### src/rtl/pipeline_hazard_ctrl.sv
// pipeline_hazard_ctrl: freeze/flush sequencer for the 5-stage ARM core.
// Combines RAW hazards, EXE-resolved taken branches and a multi-cycle SRAM
// handshake into PC/IF-ID/ID-EX/EX-MEM controls. Owns the memory-wait FSM
// with a sticky timeout fault and a saturating hazard-bubble counter.
// Build option: define FORWARDING_EN when the forwarding unit is present;
// the hazard check then reduces to a load-use check against EXE only.
module pipeline_hazard_ctrl #(
  parameter int MEM_TIMEOUT = 16,
  parameter int CNT_W       = 16
) (
  input  logic             clk,
  input  logic             rst,
  input  logic             id_valid,
  input  logic             id_two_src,
  input  logic [3:0]       id_src1,
  input  logic [3:0]       id_src2,
  input  logic [3:0]       exe_dest,
  input  logic             exe_wb_en,
  input  logic             exe_mem_r_en,
  input  logic [3:0]       mem_dest,
  input  logic             mem_wb_en,
  input  logic             branch_taken,
  input  logic             mem_req,
  input  logic             mem_ready,
  output logic             freeze_front,
  output logic             freeze_back,
  output logic             if_id_flush,
  output logic             id_ex_flush,
  output logic             fault,
  output logic [1:0]       state,
  output logic [CNT_W-1:0] stall_count
);

  typedef enum logic [1:0] {
    RUN      = 2'd0,
    MEM_WAIT = 2'd1,
    FAULT    = 2'd2
  } state_t;

  localparam logic [CNT_W-1:0] WAIT_LAST = CNT_W'(MEM_TIMEOUT - 1);

  state_t           r_state;
  state_t           w_next;
  logic [CNT_W-1:0] r_wait_cnt;
  logic [CNT_W-1:0] r_stall_cnt;
  logic             r_fault;

  logic w_src1_hit, w_src2_hit, w_hz;
  logic w_ff, w_fb, w_ifl, w_idl;
  logic w_cnt_clr, w_cnt_inc, w_stall_inc, w_to_fault;

  // Counter saturates at all-ones instead of wrapping.
  function automatic logic [CNT_W-1:0] sat_inc(input logic [CNT_W-1:0] v);
    return (&v) ? v : v + 1'b1;
  endfunction

`ifdef FORWARDING_EN
  // Only a load in EXE cannot be forwarded in time; MEM results always can.
  assign w_src1_hit = id_valid && exe_mem_r_en && exe_wb_en && (exe_dest == id_src1);
  assign w_src2_hit = id_valid && id_two_src && exe_mem_r_en && exe_wb_en &&
                      (exe_dest == id_src2);
  logic w_unused_fwd;
  assign w_unused_fwd = &{1'b0, mem_dest, mem_wb_en};
`else
  assign w_src1_hit = id_valid &&
                      ((exe_wb_en && (exe_dest == id_src1)) ||
                       (mem_wb_en && (mem_dest == id_src1)));
  assign w_src2_hit = id_valid && id_two_src &&
                      ((exe_wb_en && (exe_dest == id_src2)) ||
                       (mem_wb_en && (mem_dest == id_src2)));
  logic w_unused_fwd;
  assign w_unused_fwd = exe_mem_r_en;
`endif
  assign w_hz = w_src1_hit || w_src2_hit;

  // Next state and Mealy controls; branch beats hazard whenever the pipe advances.
  always_comb begin
    w_next      = r_state;
    w_ff        = 1'b0;
    w_fb        = 1'b0;
    w_ifl       = 1'b0;
    w_idl       = 1'b0;
    w_cnt_clr   = 1'b0;
    w_cnt_inc   = 1'b0;
    w_stall_inc = 1'b0;
    w_to_fault  = 1'b0;
    unique case (r_state)
      RUN: begin
        if (mem_req) begin
          w_ff      = 1'b1;
          w_fb      = 1'b1;
          w_cnt_clr = 1'b1;
          w_next    = MEM_WAIT;
        end else if (branch_taken) begin
          w_ifl = 1'b1;
          w_idl = 1'b1;
        end else if (w_hz) begin
          w_ff        = 1'b1;
          w_idl       = 1'b1;
          w_stall_inc = 1'b1;
        end
      end
      MEM_WAIT: begin
        if (!mem_ready) begin
          w_ff      = 1'b1;
          w_fb      = 1'b1;
          w_cnt_inc = 1'b1;
          if (r_wait_cnt == WAIT_LAST) begin
            w_next     = FAULT;
            w_to_fault = 1'b1;
          end
        end else begin
          w_next = RUN;
          if (branch_taken) begin
            w_ifl = 1'b1;
            w_idl = 1'b1;
          end else if (w_hz) begin
            w_ff        = 1'b1;
            w_idl       = 1'b1;
            w_stall_inc = 1'b1;
          end
        end
      end
      FAULT: begin
        w_ff = 1'b1;
        w_fb = 1'b1;
      end
      default: w_next = RUN;
    endcase
  end

  // State, wait counter, stall counter and sticky fault flag.
  always_ff @(posedge clk or posedge rst) begin
    if (rst) begin
      r_state     <= RUN;
      r_wait_cnt  <= '0;
      r_stall_cnt <= '0;
      r_fault     <= 1'b0;
    end else begin
      r_state <= w_next;
      if (w_cnt_clr)      r_wait_cnt <= '0;
      else if (w_cnt_inc) r_wait_cnt <= r_wait_cnt + 1'b1;
      if (w_stall_inc)    r_stall_cnt <= sat_inc(r_stall_cnt);
      if (w_to_fault)     r_fault <= 1'b1;
    end
  end

  // Controls are forced low for as long as reset is held.
  assign freeze_front = w_ff  & ~rst;
  assign freeze_back  = w_fb  & ~rst;
  assign if_id_flush  = w_ifl & ~rst;
  assign id_ex_flush  = w_idl & ~rst;
  assign fault        = r_fault;
  assign state        = r_state;
  assign stall_count  = r_stall_cnt;

endmodule

### config.mk
export PLATFORM = sky130hd
export DESIGN_NAME = pipeline_hazard_ctrl
export DESIGN_NICKNAME = d
export VERILOG_FILES = /design/src/rtl/pipeline_hazard_ctrl.sv
export SDC_FILE = /design/constraint.sdc
export NUM_CORES = 1
export LEC_CHECK = 0
export ABC_AREA = 1
export CAP_MARGIN = 20
export CORE_AREA = 2 2 72 74
export CTS_CLUSTER_DIAMETER = 30
export DETAILED_ROUTE_END_ITERATION = 6
export DIE_AREA = 0 0 74 76
export PLACE_DENSITY = 0.77
export SYNTH_ARGS = -nofsm -noshare
export SYNTH_HDL_FRONTEND = slang
export SYNTH_SLANG_ARGS = --single-unit
export TNS_END_PERCENT = 100
### constraint.sdc
create_clock -name clk -period 2 [get_ports clk]
set_input_delay 0.3 -clock clk [delete_from_list [all_inputs] [get_ports clk]]
set_output_delay 0.3 -clock clk [all_outputs]
set_load 0.01 [all_outputs]
After elaboration in Yosys (flattened, before gate mapping)
Cells that the tools add are included.
Widths: inputs -> output; s select.
{"block": "classes", "n_mux": 30, "n_addsub": 2, "bitwise": 7, "n_reduce_logical": 15, "n_eq_ne": 9}
{"cell": "$add 16x1->16 const B", "n": 2}
{"cell": "$mux 16", "n": 2}
{"cell": "$mux 1", "n": 19}
{"cell": "$eq 16x4->1 const B", "n": 1}
{"cell": "$eq 4x4->1", "n": 4}
{"cell": "$reduce_and 16->1", "n": 1}
{"cell": "$logic_and 1x1->1", "n": 7}
{"cell": "$mux 2", "n": 3}
{"cell": "$pmux 1 s2", "n": 3}
{"cell": "$pmux 1 s3", "n": 2}
{"cell": "$pmux 2 s3", "n": 1}
{"cell": "$and 1x1->1", "n": 4}
{"cell": "$logic_or 1x1->1", "n": 3}
{"cell": "$ne 3x3->1 const B", "n": 1}
{"cell": "$not 1->1", "n": 3}
{"cell": "$reduce_and 3->1", "n": 1}
{"cell": "$eq 2x1->1 const B", "n": 1}
{"cell": "$eq 2x2->1 const B", "n": 1}
{"cell": "$logic_not 2->1", "n": 1}
{"cell": "$ne 2x2->1 const B", "n": 1}
{"cell": "$reduce_and 2->1", "n": 1}
{"cell": "$reduce_bool 2->1", "n": 1}
{"block": "totals", "output_inout_bits": 23, "wordCells": 67, "in_bits": 26, "register_bits": 35}

Depth between registers and ports, before layout
Gate-level depths: netlist of the first run.
{"block": "depth", "depth_word": 10, "depth_mapped": 14, "ltp_nobuf": 13}

Least setup slack after synthesis of the first run
No wires, ideal clock.
{"block": "synth_timing", "path_kind": "input port to output port", "start": "in rst", "end": "out id_ex_flush", "required_ns": 1.700, "n_path_buf": 0, "path_stages": 3, "setup_slack_ns": 0.203, "arrival_time_ns": 1.497, "cell_sequence": "inv_1 > nand2_1 > a31oi_1"}
{"block": "synth_via", "elab_chain_len": 2}
{"item": "start, declared", "line_no": "12", "rtl": "input logic rst,"}
{"item": "$not 1->1", "line_no": "152", "rtl": "assign id_ex_flush = w_idl & ~rst;"}
{"item": "$and 1x1->1", "line_no": "152"}
{"item": "end, declared", "line_no": "28", "rtl": "output logic id_ex_flush,"}
No other way between the ends.

Worst setup path in the final report of the first run
{"block": "layout_timing", "start": "reg r_state[1], in the netlist state[1]", "end": "out id_ex_flush"}
{"block": "layout_via", "elab_chain_len": 3, "word_cells_on_any_way": 4, "classes_between": "eq/ne: 1; mux: 1; bitwise: 1; reduce/logical: 1"}
{"item": "start, declared", "line_no": "42", "rtl": "state_t r_state;"}
{"item": "start signal, assigned", "line_no": "140", "rtl": "r_state <= w_next;"}
{"item": "$eq 2x1->1 or $logic_not 2->1 (tied branches)", "line_no": "87", "rtl": "unique case (r_state)"}
{"item": "$pmux 1 s2 (*)", "line_no": "87"}
{"item": "$and 1x1->1 (*)", "line_no": "152"}
Mark *: on every way between the ends. The rest lies on a longest branch, timed or not.

==> summary.txt, run 1 <==
Power
  • Cell Pwr Density: 503.9 nW/um2
  • Leak: 1.689 nW
  • Total Power: 1.611 mW
  • Worst VDD drop: 0.4817 mV

Layout
  • Final cell utilization of the core: 65.10%
  • Multi-input logic area: 1295 um2
  • Layout cells sized above 1: 14.75%
  • Area grow syn2layout: 35.17%
  • Antenna diodes: 0
  • Storage element area: 875.8 um2
  • Fillcell total: 421
  • Nets@finish: 427

Timing
  • Worst-margin pin slew: 0.3495 ns
  • Post-route setup slack: 0.1146 ns
  • Hold Worst Slack: 0.4291 ns
  • Slew Viols, Final: 0
  • Final period util: 94.27%
  • RSZ-0062 raised after global routing: no
  • Slew margin rel.: 76.70%
  • Maximum clock rate: 530.4 MHz
  • Clk_skew: 0.008127 ns
  • Tmin final: 1.885 ns
  • Final hold vios: 0
  • Final Setup Violations: 0

Synthesis
  • Yosys top cell area share: 37.02%
  • Mapped Area: 2366 um2
  • Mean Syn Cell Area: 7.105 um2
  • Yosys top cell by area: dfrtp_1
  • Yosys warns: 0
  • Seq/Total Area, Yosys: 37.02%
  • Syn Nets: 361
  • Top post-synthesis cells by area: dfrtp_1 (37%), nand2_1 (15%), nor2_1 (6.7%), inv_1 (6.0%), xnor2_1 (5.6%)
  • Gate Count Post-Synth: 333
  • Yosys reg bits: 35
  • Synth unique cells: 36

Route
  • Vias: 2306
  • Drt pass-1 iters: 4
  • Via/cell ratio: 4.906
  • Post-Route WL: 5596 um
  • DRC errors left: 0
  • WL per Instance: 11.91 um
  • DRT antenna net count: 0
  • DRT iter0 DRCs: 110

Worst setup path
  • CP Max Fanout: 4
  • Crit. End Element: output pin
  • Max stage delay cell, worst path: dfrtp_1
  • CP bufs+invs: 3
  • Crit path DAT: 1.59 ns
  • Crit path kind: reg2out
  • Top delay family on crit path: flip-flops
  • Max stage delay on crit path: 0.42 ns
  • Crit-path cells: nor2_2 > inv_1 > nor2_2 > inv_1 > o21ai_2 > nand2_1 > a31oi_1 > clkdlybuf4s15_2
  • Startpoint Class: flip-flop
  • WP data required: 1.70 ns

Floorplan
  • Rows: 26
  • Starting density of the core: 48.17%
  • I/O pins: 49
  • Die Span Y: 76 um
  • Die area: 5624 um2
  • Core ar.: 4912 um2
  • Die span in x: 74 um

Run status
  • Status: completed

Global route
  • GR Overflow Total: 0
  • Grt peak-use layer: met2
  • GRT met3 Usage: 3.968%
  • GR met2 Demand/Resource: 37.23%
  • M1 GR Usage: 26.38%
  • Vias in the first global route: 2154
  • GR Util All Layers: 21.30%
  • Largest net degree at the start of global routing: 28
  • Global-route wire length before repair: 9480 um
  • Initial antenna violation count: 0

Clock tree
  • Clock-pin slew on the worst setup and hold paths: 0.07 ns
  • Hold_buf cts: 0
  • Clock latency at the later pin of the worst-skew pair: 0.29 ns
  • CTS Root Cell: clkbuf_8
  • Clk buf depth: 2
  • CTS tree: built
  • CTS buffer count: 5
  • H-tree depth: 2
  • TritonCTS Sinks: 35

Placed design
  • Buffers on Ports: 47
  • Placer Congestion: 0.8976
  • Dpl hpwl: 4229 um
  • DP Worst Slack: -0.5188 ns

Job
  • Maxcap violations: 0

Worst hold path
  • Hold/Removal Path Class: in2async
## kinds of logic (layout without fill, tap and decap cells)
logic type	count (synthesis)	count (layout)	share of synthesized area (%)
simple gates	194	194	37.02
buf+inv	50	117	8.937
flops	35	35	37.02
compound gates	33	33	8.937
xor+xnor	19	19	7.033
fa+ha+maj	2	2	1.057
## cells in the final DEF (no fill, tap or decap), types with 2 or more instances in the layout
cell,instances
clkbuf_8,5
nand2_1,94
xnor2_1,15
xor2_1,4
a21oi_1,11
inv_1,36
nor2_1,39
o21ai_2,5
clkdlybuf4s50_1,25
nand2_2,4
inv_2,5
nand3b_1,2
o21ai_1,2
nand2_4,4
dfrtp_1,35
dlymetal6s2s_1,13
nand4_1,9
bufinv_16,2
ha_1,2
o21ai_0,10
nand3_1,26
clkinv_1,2
nor4_1,4
nor2_2,6
dlygate4sd2_1,6
buf_4,17
## report_power, final
part / internal (mW) / switching (mW)
logic: 0.0710 / 0.0724
clock network: 0.499 / 0.262
registers: 0.707 / 0
total: 1.28 / 0.335
## routing by layer
metal  share of wire, %  wire length, um  up-vias
li1                   -                -     1195
met1                 44             2453     1066
met2                 52             2911       39
met3                3.1              171        6
met4                1.1               60        0
met5                  0                0        -
## worst paths after layout
check / start / to / slack [ns] / depth (start not counted)
hold / removal: rst / r_wait_cnt[0]$_DFFE_PP0P_ / 0.43 / 4
hold reg to reg: fault$_DFFE_PP0P_ / fault$_DFFE_PP0P_ / 0.47 / 2
setup / recovery: state[1]$_DFFE_PP0P_ / id_ex_flush / 0.11 / 8
setup reg to reg: stall_count[0]$_DFFE_PP0P_ / stall_count[0]$_DFFE_PP0P_ / 0.22 / 8
max in group asynchronous: rst / r_wait_cnt[15]$_DFFE_PP0P_ / 1.18 / 4
min in group clk: fault$_DFFE_PP0P_ / fault$_DFFE_PP0P_ / 0.47 / 2
## cells in the mapped netlist
library cell,number
nand2_1,96
nor2_1,42
inv_1,38
dfrtp_1,35
nand3_1,26
xnor2_1,15
a21oi_1,11
o21ai_0,11
nand4_1,9
nand2_4,4
nor4_1,4
o21ai_2,4
xor2_1,4
inv_2,3
nor2_2,3
buf_2,2
buf_6,2
clkinv_1,2
ha_1,2
nand2_2,2
nand3b_1,2
o21ai_1,2
a211oi_1,1
a221oi_2,1
a31oi_1,1
a32o_1,1
buf_4,1
clkbuf_1,1
inv_4,1
nand3_2,1
nor2_4,1
nor3_1,1
nor3_2,1
nor4_2,1
o31a_4,1
or2_2,1
## state kept, by name (all words and copies together), names as in the netlist
name         cells
r_wait_cnt      16
stall_count     16
state            2
fault            1
## per-stage QoR
stage,TNS [ns],std cells,area [um2]
floorplan,0,333,2366
global placement,-2.009,462,3028
detailed placement,-2.229,462,3028
CTS,-0.07578,470,3148
global route,0,470,3198
finish,0,470,3198
## timing repair
action | in CTS | in global routing
pin swaps | 1 | 4
endpoints found under the setup margin | 4 | 8
resized for setup | 16 | 21
buffers inserted | 0 | 0
## area by class of cell
type	instances	share of cell area [%]
clock buffer	6	2.269
clock inverter	2	1.878
inverter	44	5.243
multi-input combinational	248	40.49
sequential	35	27.39
tap	70	2.739
timing repair buffer	65	19.99
## tightest hold or removal path, stage by stage
cell             delay (ns)
clkdlybuf4s50_1        0.40
inv_1                  0.10
buf_12                 0.13
buf_4                  0.11
Power figures use the tool's default switching activity.
==> run 2: changes to the inputs <==
ABC_AREA = unset   (was 1)
CORE_AREA = 2 2 67 69   (was 2 2 72 74)
DIE_AREA = 0 0 69 71   (was 0 0 74 76)
PLACE_DENSITY = 0.78   (was 0.77)
==> summary.txt, run 2 <==
Run status
  • Status: completed (unchanged)

Timing
  • Final hold vios: 0 (unchanged)
  • Post-route setup slack: 0.06579 ns (was 0.1146 ns)
  • RSZ-0062 raised after global routing: yes (was no)
  • Slew Viols, Final: 0 (unchanged)
  • Worst-margin pin slew: 0.2572 ns (was 0.3495 ns)
  • Final Setup Violations: 0 (unchanged)
  • Setup TNS: 0 ns (unchanged)
  • Tmin final: 1.934 ns (was 1.885 ns)
  • Final period util: 96.71% (was 94.27%)
  • Clk_skew: 0.002385 ns (was 0.008127 ns)
  • Maximum clock rate: 517.0 MHz (was 530.4 MHz)
  • Slew margin rel.: 82.75% (was 76.70%)
  • Hold Worst Slack: 0.4662 ns (was 0.4291 ns)

Global route
  • GR met2 Demand/Resource: 37.18% (was 37.23%)
  • M1 GR Usage: 22.74% (was 26.38%)
  • GR Overflow Total: 0 (unchanged)
  • GRT met3 Usage: 3.561% (was 3.968%)
  • Vias in the first global route: 1804 (was 2154)
  • Global-route wire length before repair: 7928 um (was 9480 um)
  • Initial antenna violation count: 0 (unchanged)
  • GR Util All Layers: 20.02% (was 21.30%)
  • Grt peak-use layer: met2 (unchanged)
  • Largest net degree at the start of global routing: 32 (was 28)

Synthesis
  • Yosys top cell by area: dfrtp_1 (unchanged)
  • Post-synthesis async set-or-reset flop share: 100.0% (unchanged)
  • Mean Syn Cell Area: 9.464 um2 (was 7.105 um2)
  • Synth unique cells: 35 (was 36)
  • Gate Count Post-Synth: 211 (was 333)
  • Mapped Area: 1997 um2 (was 2366 um2)
  • Synth cell count leaders: dfrtp_1 (35), nor2_1 (22), xnor2_1 (21), xor2_1 (21), nand4_1 (16) (was nand2_1 (96), nor2_1 (42), inv_1 (38))
  • Most instantiated library cell after synthesis: dfrtp_1 (was nand2_1)
  • Top post-synthesis cells by area: dfrtp_1 (44%), xnor2_1 (9.2%), xor2_1 (9.2%), nand4_1 (5.0%), nor2_1 (4.1%) (was dfrtp_1 (37%), nand2_1 (15%), nor2_1 (6.7%), inv_1 (6.0%), xnor2_1 (5.6%))
  • Yosys reg bits: 35 (unchanged)
  • Syn Nets: 239 (was 361)
  • Ys flop type: dfrtp_1 (unchanged)
  • EDFF count, synth: 0 (unchanged)
  • Seq/Total Area, Yosys: 43.86% (was 37.02%)
  • Yosys warns: 0 (unchanged)
  • Yosys top cell area share: 43.86% (was 37.02%)

Power
  • Worst VDD drop: 0.2630 mV (was 0.4817 mV)
  • Int Pwr: 1.092 mW (was 1.277 mW)
  • Sw frac: 22.18% (was 20.77%)
  • Cell Pwr Density: 504.6 nW/um2 (was 503.9 nW/um2)
  • NetSw: 311.3 uW (was 334.7 uW)
  • Leak: 1.244 nW (was 1.689 nW)
  • Clock group share of total power: 39.8% (was 47.2%)
  • Total Power: 1.404 mW (was 1.611 mW)
  • Comb pwr share: 9.8% (was 8.9%)
  • Reg power frac: 50.4% (was 43.9%)

Layout
  • Antenna diodes: 0 (unchanged)
  • Most frequent cells in the layout: dfrtp_1 (35), clkdlybuf4s50_1 (26), nor2_1 (22) (was nand2_1 (94), nor2_1 (39), inv_1 (36))
  • Most common cell after layout, fill and taps aside: dfrtp_1 (was nand2_1)
  • Area grow syn2layout: 39.29% (was 35.17%)
  • Layout cells sized above 1: 16.31% (was 14.75%)
  • Nets@finish: 309 (was 427)
  • Layout Cells excl Fill: 334 (was 470)
  • Storage element area: 875.8 um2 (unchanged)
  • Multi-input logic area: 1094 um2 (was 1295 um2)
  • Fillcell total: 350 (was 421)

Worst setup path
  • CP Max Fanout: 5 (was 4)
  • Max stage delay cell, worst path: or3_4 (was dfrtp_1)
  • Max stage delay on crit path: 0.42 ns (about the same)
  • Crit path kind: reg2reg (was reg2out)
  • Reg2reg end: stall_count[1]$_DFFE_PP0P_ (was stall_count[0]$_DFFE_PP0P_)
  • Crit-path cells: and4_4 > nand2_2 > or3_4 > o31a_4 > nand3_2 > mux2_4 (was nor2_2 > inv_1 > nor2_2 > inv_1 > o21ai_2 > nand2_1 > a31oi_1 > clkdlybuf4s15_2)
  • Top delay family on crit path: simple AND/OR/NAND/NOR gates (was flip-flops)
  • WP data required: 2.17 ns (was 1.70 ns)
  • Worst Reg-to-Reg Cells: 6 (was 8)
  • Startpoint Class: flip-flop (unchanged)
  • CP bufs+invs: 0 (was 3)
  • Crit path DAT: 2.11 ns (was 1.59 ns)
  • RR Startpoint: stall_count[6]$_DFFE_PP0P_ (was stall_count[0]$_DFFE_PP0P_)
  • FF-to-FF setup slack: 0.07 ns (was 0.22 ns)
  • Crit. End Element: flip-flop (was output pin)
  • Setup crit start: stall_count[6]$_DFFE_PP0P_ (was state[1]$_DFFE_PP0P_)

Route
  • Vias: 1765 (was 2306)
  • Post-Route WL: 4655 um (was 5596 um)
  • DRC errors left: 0 (unchanged)
  • WL per Instance: 13.94 um (was 11.91 um)
  • Via/cell ratio: 5.284 (was 4.906)
  • Drt pass-1 iters: 4 (unchanged)
  • DRT antenna net count: 0 (unchanged)
  • DRT iter0 DRCs: 58 (was 110)

Clock tree
  • CTS buffer count: 5 (unchanged)
  • H-tree depth: 2 (unchanged)
  • Hold_buf cts: 0 (unchanged)
  • CTS tree: built (unchanged)
  • CTS Root Cell: clkbuf_8 (unchanged)
  • TritonCTS Sinks: 35 (unchanged)
  • Clock latency at the later pin of the worst-skew pair: 0.29 ns (about the same)
  • Clk buf depth: 2 (unchanged)
  • Clock-pin slew on the worst setup and hold paths: 0.07 ns (about the same)

Floorplan
  • Die Span Y: 71 um (was 76 um)
  • Starting density of the core: 47.50% (was 48.17%)
  • Core ar.: 4204 um2 (was 4912 um2)
  • Die span in x: 69 um (was 74 um)
  • Die area: 4899 um2 (was 5624 um2)
  • I/O pins: 49 (unchanged)
  • Rows: 24 (was 26)

Placed design
  • Buffers on Ports: 47 (unchanged)
  • Dpl hpwl: 3547 um (was 4229 um)
  • DP Worst Slack: -0.5158 ns (was -0.5188 ns)
  • Placer Congestion: 0.7919 (was 0.8976)
  • Placed cells: 326 (was 462)

Worst hold path
  • Hold/Removal Path Class: in2async (unchanged)

Job
  • Maxcap violations: 0 (unchanged)
[run 2: cell count changes after synthesis, moves of 7 or more]
cell | previous run | this run
nor3_1 | 1 | 9
nor2_1 | 42 | 22
nand3_1 | 26 | 10
nand2_1 | 96 | 15
nand4_1 | 9 | 16
inv_1 | 38 | 8
xor2_1 | 4 | 21
[run 2: worst max path at each step]
stage | end | slack, ns | cells after the start
after floorplan | stall_count[1]$_DFFE_PP0P_ | 0.009 | 6
after CTS | if_id_flush | 0.002 | 5
after global routing | id_ex_flush | -0.05 | 9
after detailed placement | id_ex_flush | -0.52 | 8
after global placement | id_ex_flush | -0.51 | 9
final | stall_count[1]$_DFFE_PP0P_ | 0.07 | 6
[run 2: layout make-up]
| class | count | share of cell area [%] |
|---|---|---|
| inverter | 8 | 1.080 |
| sequential | 35 | 31.49 |
| clock buffer | 8 | 3.599 |
| timing repair buffer | 69 | 22.18 |
| multi-input combinational | 162 | 39.32 |
| tap | 52 | 2.339 |
[run 2: cell families (layout without fill, tap and decap cells)]
family	Yosys count	count (layout)	synth area share, %
flip-flops	35	35	43.86
buffers and inverters	14	85	2.757
multiplexers	2	2	1.253
adder cells (fa/ha/maj)	2	2	1.253
AND/OR/NAND/NOR	100	100	26.44
XOR/XNOR	42	42	18.42
AO/OA/AOI/OAI	16	16	6.015
[run 2: stage by stage]
stage / area [um2] / util (%)
floorplan: 1997 / -
global placement: 2685 / 63.87
detailed placement: 2685 / 63.87
CTS: 2763 / 65.71
global route: 2781 / 66.16
finish: 2781 / 66.16
[run 2: layer usage]
layer,vias to the layer above,wire length (um)
li1,871,-
met1,837,1878
met2,46,2519
met3,11,171
met4,0,85
met5,-,0
[run 2: what timing repair did]
action	4_1_cts	5_1_grt
cloned	0	0
gates resized for setup	27	7
endpoints found under the setup margin	4	11
buffers inserted	0	0
pin swaps	13	2
[run 2: power groups by stage]
| stage | clock (mW) | sequential (mW) | combinational, mW |
|---|---|---|---|
| floorplan | 0 | 0.721 | 0.0542 |
| detailed placement | 0 | 0.721 | 0.150 |
| CTS | 0.578 | 0.707 | 0.137 |
| global route | 0.608 | 0.707 | 0.151 |
| finish | 0.559 | 0.708 | 0.137 |
| global placement | 0 | 0.721 | 0.149 |
[run 2: worst reg2reg max path, cell delays in order, from the launching register on]
cell and delay (ns):
dfrtp_1 0.36, and4_4 0.25, nand2_2 0.08, or3_4 0.42, o31a_4 0.32, nand3_2 0.10
mux2_4 0.29
